===== src/rtl/aes128_pkg.sv =====
// Shared definitions for the AES-128 decrypt stream controller.
//   state_e         : controller FSM states (2-bit)
//   WORDS_PER_BLOCK : 32-bit words per 128-bit block
//   IDX_W           : width of the word-index counters
package aes128_pkg;

    typedef enum logic [1:0] {
        LOAD   = 2'd0,
        WAIT   = 2'd1,
        UNLOAD = 2'd2
    } state_e;

    localparam int unsigned WORDS_PER_BLOCK = 4;
    localparam int unsigned IDX_W           = 2;

endpackage


===== src/rtl/aes128_dec_stream_ctrl.sv =====
// Word-serial front/back end for an AES-128 ECB decryption core.
// Collects key and ciphertext words from a valid/ready stream, holds them
// stable on the core inputs for CORE_LATENCY cycles, captures the core's
// plaintext and streams it back out as four words. One block in flight.
//
// Ports:
//   clk, reset           : clock, synchronous active-high reset
//   in_valid/in_ready    : input handshake; in_data carries one word,
//   in_data, in_is_key     in_is_key selects key (1) or ciphertext (0)
//   out_valid/out_ready  : output handshake; out_data is a plaintext word
//   out_data
//   core_key_0..3        : to core key_0..3
//   core_ct_0..3         : to core cipher_text_0..3
//   core_pt_0..3         : from core decrypted_plain_text_0..3
//   busy                 : high while waiting on the core or unloading
//   block_count          : completed blocks, wraps modulo 2^CNT_W
module aes128_dec_stream_ctrl
    import aes128_pkg::*;
#(
    parameter int unsigned CORE_LATENCY = 12,
    parameter int unsigned CNT_W        = 16
) (
    input  logic             clk,
    input  logic             reset,
    input  logic             in_valid,
    output logic             in_ready,
    input  logic [31:0]      in_data,
    input  logic             in_is_key,
    output logic             out_valid,
    input  logic             out_ready,
    output logic [31:0]      out_data,
    output logic [31:0]      core_key_0,
    output logic [31:0]      core_key_1,
    output logic [31:0]      core_key_2,
    output logic [31:0]      core_key_3,
    output logic [31:0]      core_ct_0,
    output logic [31:0]      core_ct_1,
    output logic [31:0]      core_ct_2,
    output logic [31:0]      core_ct_3,
    input  logic [31:0]      core_pt_0,
    input  logic [31:0]      core_pt_1,
    input  logic [31:0]      core_pt_2,
    input  logic [31:0]      core_pt_3,
    output logic             busy,
    output logic [CNT_W-1:0] block_count
);

    localparam int unsigned LAT_W = $clog2(CORE_LATENCY + 1);
    localparam logic [IDX_W-1:0] LAST_IDX = IDX_W'(WORDS_PER_BLOCK - 1);

    state_e              state_q, state_d;
    logic [31:0]         key_q    [WORDS_PER_BLOCK];
    logic [31:0]         key_d    [WORDS_PER_BLOCK];
    logic [31:0]         ct_q     [WORDS_PER_BLOCK];
    logic [31:0]         ct_d     [WORDS_PER_BLOCK];
    logic [31:0]         pt_buf_q [WORDS_PER_BLOCK];
    logic [31:0]         pt_buf_d [WORDS_PER_BLOCK];
    logic [IDX_W-1:0]    key_idx_q, key_idx_d;
    logic [IDX_W-1:0]    ct_idx_q, ct_idx_d;
    logic [IDX_W-1:0]    out_idx_q, out_idx_d;
    logic [IDX_W-1:0]    out_idx_nxt;
    logic [LAT_W-1:0]    cnt_q, cnt_d;
    logic                out_valid_q, out_valid_d;
    logic [31:0]         out_data_q, out_data_d;
    logic [CNT_W-1:0]    block_count_q, block_count_d;
    logic                in_acc;

    // Held low through reset so no word is taken while state is being cleared.
    assign in_ready    = (state_q == LOAD) && !reset;
    assign in_acc      = in_valid && in_ready;
    assign out_idx_nxt = out_idx_q + IDX_W'(1);

    always_comb begin
        state_d       = state_q;
        key_d         = key_q;
        ct_d          = ct_q;
        pt_buf_d      = pt_buf_q;
        key_idx_d     = key_idx_q;
        ct_idx_d      = ct_idx_q;
        out_idx_d     = out_idx_q;
        cnt_d         = cnt_q;
        out_valid_d   = out_valid_q;
        out_data_d    = out_data_q;
        block_count_d = block_count_q;

        unique case (state_q)
            LOAD: begin
                if (in_acc) begin
                    if (in_is_key) begin
                        key_d[key_idx_q] = in_data;
                        key_idx_d        = key_idx_q + IDX_W'(1);
                    end else begin
                        ct_d[ct_idx_q] = in_data;
                        ct_idx_d       = ct_idx_q + IDX_W'(1);
                        if (ct_idx_q == LAST_IDX) begin
                            cnt_d   = LAT_W'(CORE_LATENCY);
                            state_d = WAIT;
                        end
                    end
                end
            end
            WAIT: begin
                cnt_d = cnt_q - LAT_W'(1);
                // Last cycle of the core latency: its outputs are valid now.
                if (cnt_q == LAT_W'(1)) begin
                    pt_buf_d[0] = core_pt_0;
                    pt_buf_d[1] = core_pt_1;
                    pt_buf_d[2] = core_pt_2;
                    pt_buf_d[3] = core_pt_3;
                    out_idx_d   = '0;
                    state_d     = UNLOAD;
                end
            end
            UNLOAD: begin
                if (!out_valid_q) begin
                    // First UNLOAD cycle: present word 0 from the register.
                    out_valid_d = 1'b1;
                    out_data_d  = pt_buf_q[out_idx_q];
                end else if (out_ready) begin
                    if (out_idx_q == LAST_IDX) begin
                        out_valid_d   = 1'b0;
                        out_idx_d     = '0;
                        block_count_d = block_count_q + CNT_W'(1);
                        state_d       = LOAD;
                    end else begin
                        out_idx_d  = out_idx_nxt;
                        out_data_d = pt_buf_q[out_idx_nxt];
                    end
                end
            end
            default: state_d = LOAD;
        endcase
    end

    always_ff @(posedge clk) begin
        if (reset) begin
            state_q       <= LOAD;
            key_idx_q     <= '0;
            ct_idx_q      <= '0;
            out_idx_q     <= '0;
            cnt_q         <= '0;
            out_valid_q   <= 1'b0;
            out_data_q    <= '0;
            block_count_q <= '0;
            for (int i = 0; i < WORDS_PER_BLOCK; i++) begin
                key_q[i]    <= '0;
                ct_q[i]     <= '0;
                pt_buf_q[i] <= '0;
            end
        end else begin
            state_q       <= state_d;
            key_idx_q     <= key_idx_d;
            ct_idx_q      <= ct_idx_d;
            out_idx_q     <= out_idx_d;
            cnt_q         <= cnt_d;
            out_valid_q   <= out_valid_d;
            out_data_q    <= out_data_d;
            block_count_q <= block_count_d;
            key_q         <= key_d;
            ct_q          <= ct_d;
            pt_buf_q      <= pt_buf_d;
        end
    end

    assign out_valid   = out_valid_q;
    assign out_data    = out_data_q;
    assign busy        = (state_q == WAIT) || (state_q == UNLOAD);
    assign block_count = block_count_q;
    assign core_key_0  = key_q[0];
    assign core_key_1  = key_q[1];
    assign core_key_2  = key_q[2];
    assign core_key_3  = key_q[3];
    assign core_ct_0   = ct_q[0];
    assign core_ct_1   = ct_q[1];
    assign core_ct_2   = ct_q[2];
    assign core_ct_3   = ct_q[3];

endmodule


===== config.mk =====
export PLATFORM = sky130hd
export DESIGN_NAME = aes128_dec_stream_ctrl
export DESIGN_NICKNAME = d
export VERILOG_FILES = /design/src/rtl/aes128_pkg.sv /design/src/rtl/aes128_dec_stream_ctrl.sv
export SDC_FILE = /design/constraint.sdc
export NUM_CORES = 1
export LEC_CHECK = 0
export CORE_AREA = 2 2 214 216
export CTS_CLUSTER_SIZE = 12
export DETAILED_ROUTE_END_ITERATION = 16
export DIE_AREA = 0 0 216 218
export PLACE_DENSITY = 0.78
export SLEW_MARGIN = 20
export SYNTH_ARGS = -nofsm -noshare
export SYNTH_HDL_FRONTEND = slang
export SYNTH_SLANG_ARGS = --single-unit
export TNS_END_PERCENT = 1

===== constraint.sdc =====
create_clock -name clk -period 2.7 [get_ports clk]
set_clock_uncertainty 0.1 [all_clocks]
set_input_delay 0.81 -clock clk [delete_from_list [all_inputs] [get_ports clk]]
set_output_delay 0.81 -clock clk [all_outputs]
set_load 0.02 [all_outputs]

==> results.json <==
{
  "period_needed_ns": 2.61,
  "status": "finished clean",
  "cp_cell_sequence": "inv_1 > ha_2 > nor2b_1 > dlygate4sd2_1",
  "reg2reg_depth": 6,
  "vdd_drop_max_uv": 547,
  "holdWs_ns": 0.344,
  "first_pass_iters": 5,
  "grt_pass1_vias": 16050,
  "cts-root-buf": "clkbuf_16",
  "fmax_mhz": 383,
  "r2r_slack_ns": 0.36,
  "rows": 78,
  "top_layer_used": "met5",
  "syn_area_sq_mm": 0.0177,
  "coreArea_sq_mm": 0.0449,
  "grt_max_degree": 202,
  "die-area_sq_mm": 0.0471,
  "antenna_found_initial": 1,
  "whs_path_depth": 2,
  "synth_nets": 2332,
  "nNetsFinal": 2700,
  "worst_pin_slew_ns": 1.10,
  "synth_cells": 2151,
  "ant_nets": 0,
  "hpwlAfterDp_mm": 39.7,
  "yosysMostFrequentCell": "nand2_1",
  "final_layout_size_suffix_gt1_share_pct": 7.53,
  "maxCapViolCount": 0,
  "clk_latency_ns": 0.57,
  "synth_area_leaders": "dfxtp_1 (50%), nand2_1 (18%), a21oi_1 (11%)",
  "holdCritPathClass": "input port to register",
  "vias": 16651,
  "clock-sinks": 445,
  "viasPerCell": 5.29,
  "power_per_cell_area_mw_per_mm2": 559,
  "met3_wirelength_mm": 5.02,
  "crit_family": "buffers and inverters",
  "synthFlopType": "dfxtp_1",
  "h-tree-depth": 2,
  "cts_buffer_depth": 3,
  "cp.required_ns": 1.79,
  "met1_length_mm": 21.9,
  "synth.avg_cell_area_sq_um": 8.24,
  "path_max_fanout": 3,
  "yosysSeqAreaShare_pct": 50.2,
  "start_kind": "register",
  "diodes": 0,
  "clkTransAtPathRegs_ns": 0.06,
  "fp.dieH_um": 218,
  "grt_overflow": 0,
  "yosysWarnings": 0,
  "synth_commonest_cells": "nand2_1 (846), dfxtp_1 (445), a21oi_1 (395)",
  "drc_errors": 0,
  "reg2reg_to": "pt_buf_q[71]",
  "totalWireLength_mm": 57.1,
  "gp_congestion": 0.858,
  "synth_seq_cells": 445,
  "avgRoutedWirePerCell_um": 18.1,
  "ys_async_sr_fraction_pct": 0,
  "cts-buffers-inserted": 47,
  "total_leakage_power_nw": 7.91,
  "hold_viol": 0,
  "path_buf_inv": 2,
  "netlist-cell-type-count": 46,
  "port_buffers": 471,
  "slowest_stage": "dfxtp_1",
  "worstSetupPathType": "register to output pin",
  "grt_pass1_wl_mm": 87.1,
  "regToRegStartpoint": "cnt_q[0]",
  "nFillCells": 3913,
  "post-route-period-util_pct": 96.8,
  "end_kind": "output pin",
  "yosys.area.top_type": "dfxtp_1",
  "die_w_um": 216,
  "synth_top_area_share_pct": 50.2,
  "slew_viol_final": 0,
  "met2_length_mm": 28.4,
  "hold_path_end": "key_idx_q[0]",
  "crit_start": "state_q[0]",
  "placed_cells": 3070,
  "cts_tree": "done",
  "final-setup-viol-count": 0,
  "hp-start": "reset",
  "rsz0062_at_grt": "false",
  "pin_count": 472,
  "crit_arrival_ns": 1.70,
  "postCtsSetupBuffers": 0,
  "slew_headroom_pct": 26.7,
  "slowest_delay_ns": 0.33,
  "grt_usage_pct": 23.3,
  "tns_ns": 0,
  "layout-area-overhead-vs-synth_pct": 38.2,
  "cts_hold_buf": 0,
  "synth_edf_count": 0,
  "drt_iter0_drc": 1478,
  "initial_core_util_pct": 39.5,
  "stdcell_count": 3150
}
[flip-flops by register name, summed over array words and instances, names as in the netlist]
register     flops
pt_buf_q       128
core_key_2      32
block_count     16
core_ct_0       32
core_ct_2       32
out_valid        1
out_data        32
key_idx_q        2
core_key_3      32
core_key_1      32
core_ct_1       32
ct_idx_q         2
state_q          2
cnt_q            4
core_ct_3       32
core_key_0      32
out_idx_q        2
[final cells by class]
class | count | area (sq um) | share of cell area, %
Timing Repair Buffer | 519 | 5360 | 21.9
Tap cell | 600 | 751 | 3.06
Multi-Input combinational cell | 1495 | 7940 | 32.4
Inverter | 11 | 41.3 | 0.169
Clock buffer | 70 | 1310 | 5.36
Clock inverter | 10 | 171 | 0.700
Sequential cell | 445 | 8910 | 36.4
[worst register-to-register path, cell delays in order, from the launching register on]
cell,delay [ns]
dfxtp_1,0.40
ha_1,0.18
or3b_2,0.51
nor2_4,0.50
buf_4,0.32
nand2_1,0.10
a21oi_1,0.14
[per-layer routing]
metal	vias up	track usage, %
met4	2	8.95
met2	780	41.3
met1	7921	26.7
met3	125	6.29
met5	-	0
li1	7823	-
[stage by stage]
step	power [mW]	utilization [%]	area [sq um]	setup slack, ns
after global placement	7.50	51.3	23000	0.00289
after detailed placement	7.51	51.3	23000	-0.0175
after CTS	13.8	54.6	24500	0.00142
final	13.7	54.6	24500	0.0873
after floorplan	7.08	-	17700	0.327
after global routing	14.1	54.6	24500	0.0192
[worst max-delay path by stage]
stage	endpoint	slack, ns	cells past startpoint
2_1_floorplan	in_ready	0.33	3
3_3_place_gp	block_count[14]	0.003	6
3_5_place_dp	out_data[19]	-0.02	6
4_1_cts	busy	0.001	3
5_1_grt	in_ready	0.02	4
6_report	in_ready	0.09	4
[where the power goes]
part           switching, mW  internal (mW)
Sequential            0.0270           6.61
Clock                   2.58           3.74
Combinational          0.396          0.341
[repair_timing]
action | 4_1_cts | 5_1_grt
resized for setup | 3 | 3
pin swaps | 0 | 0
setup endpoints to repair | 2 | 2
[placed cells by master (no fill, tap or decap), types with 23 or more instances in the layout]
cell type,count
nand2_1,845
clkdlybuf4s50_1,467
dfxtp_1,442
a21oi_1,395
mux4_2,64
nor2_1,59
clkbuf_16,48
a311oi_1,31
buf_4,25
buf_12,23
[logic make-up after synthesis]
logic type / Yosys count / synth area share, %
AND/OR/NAND/NOR: 958 / 21.3
flip-flops: 445 / 50.2
AO/OA/AOI/OAI: 440 / 13.2
buffers and inverters: 211 / 5.12
multiplexers: 70 / 8.48
adder cells (fa/ha/maj): 16 / 1.13
XOR/XNOR: 11 / 0.543
No activity file was read; power rests on OpenSTA's default activity.
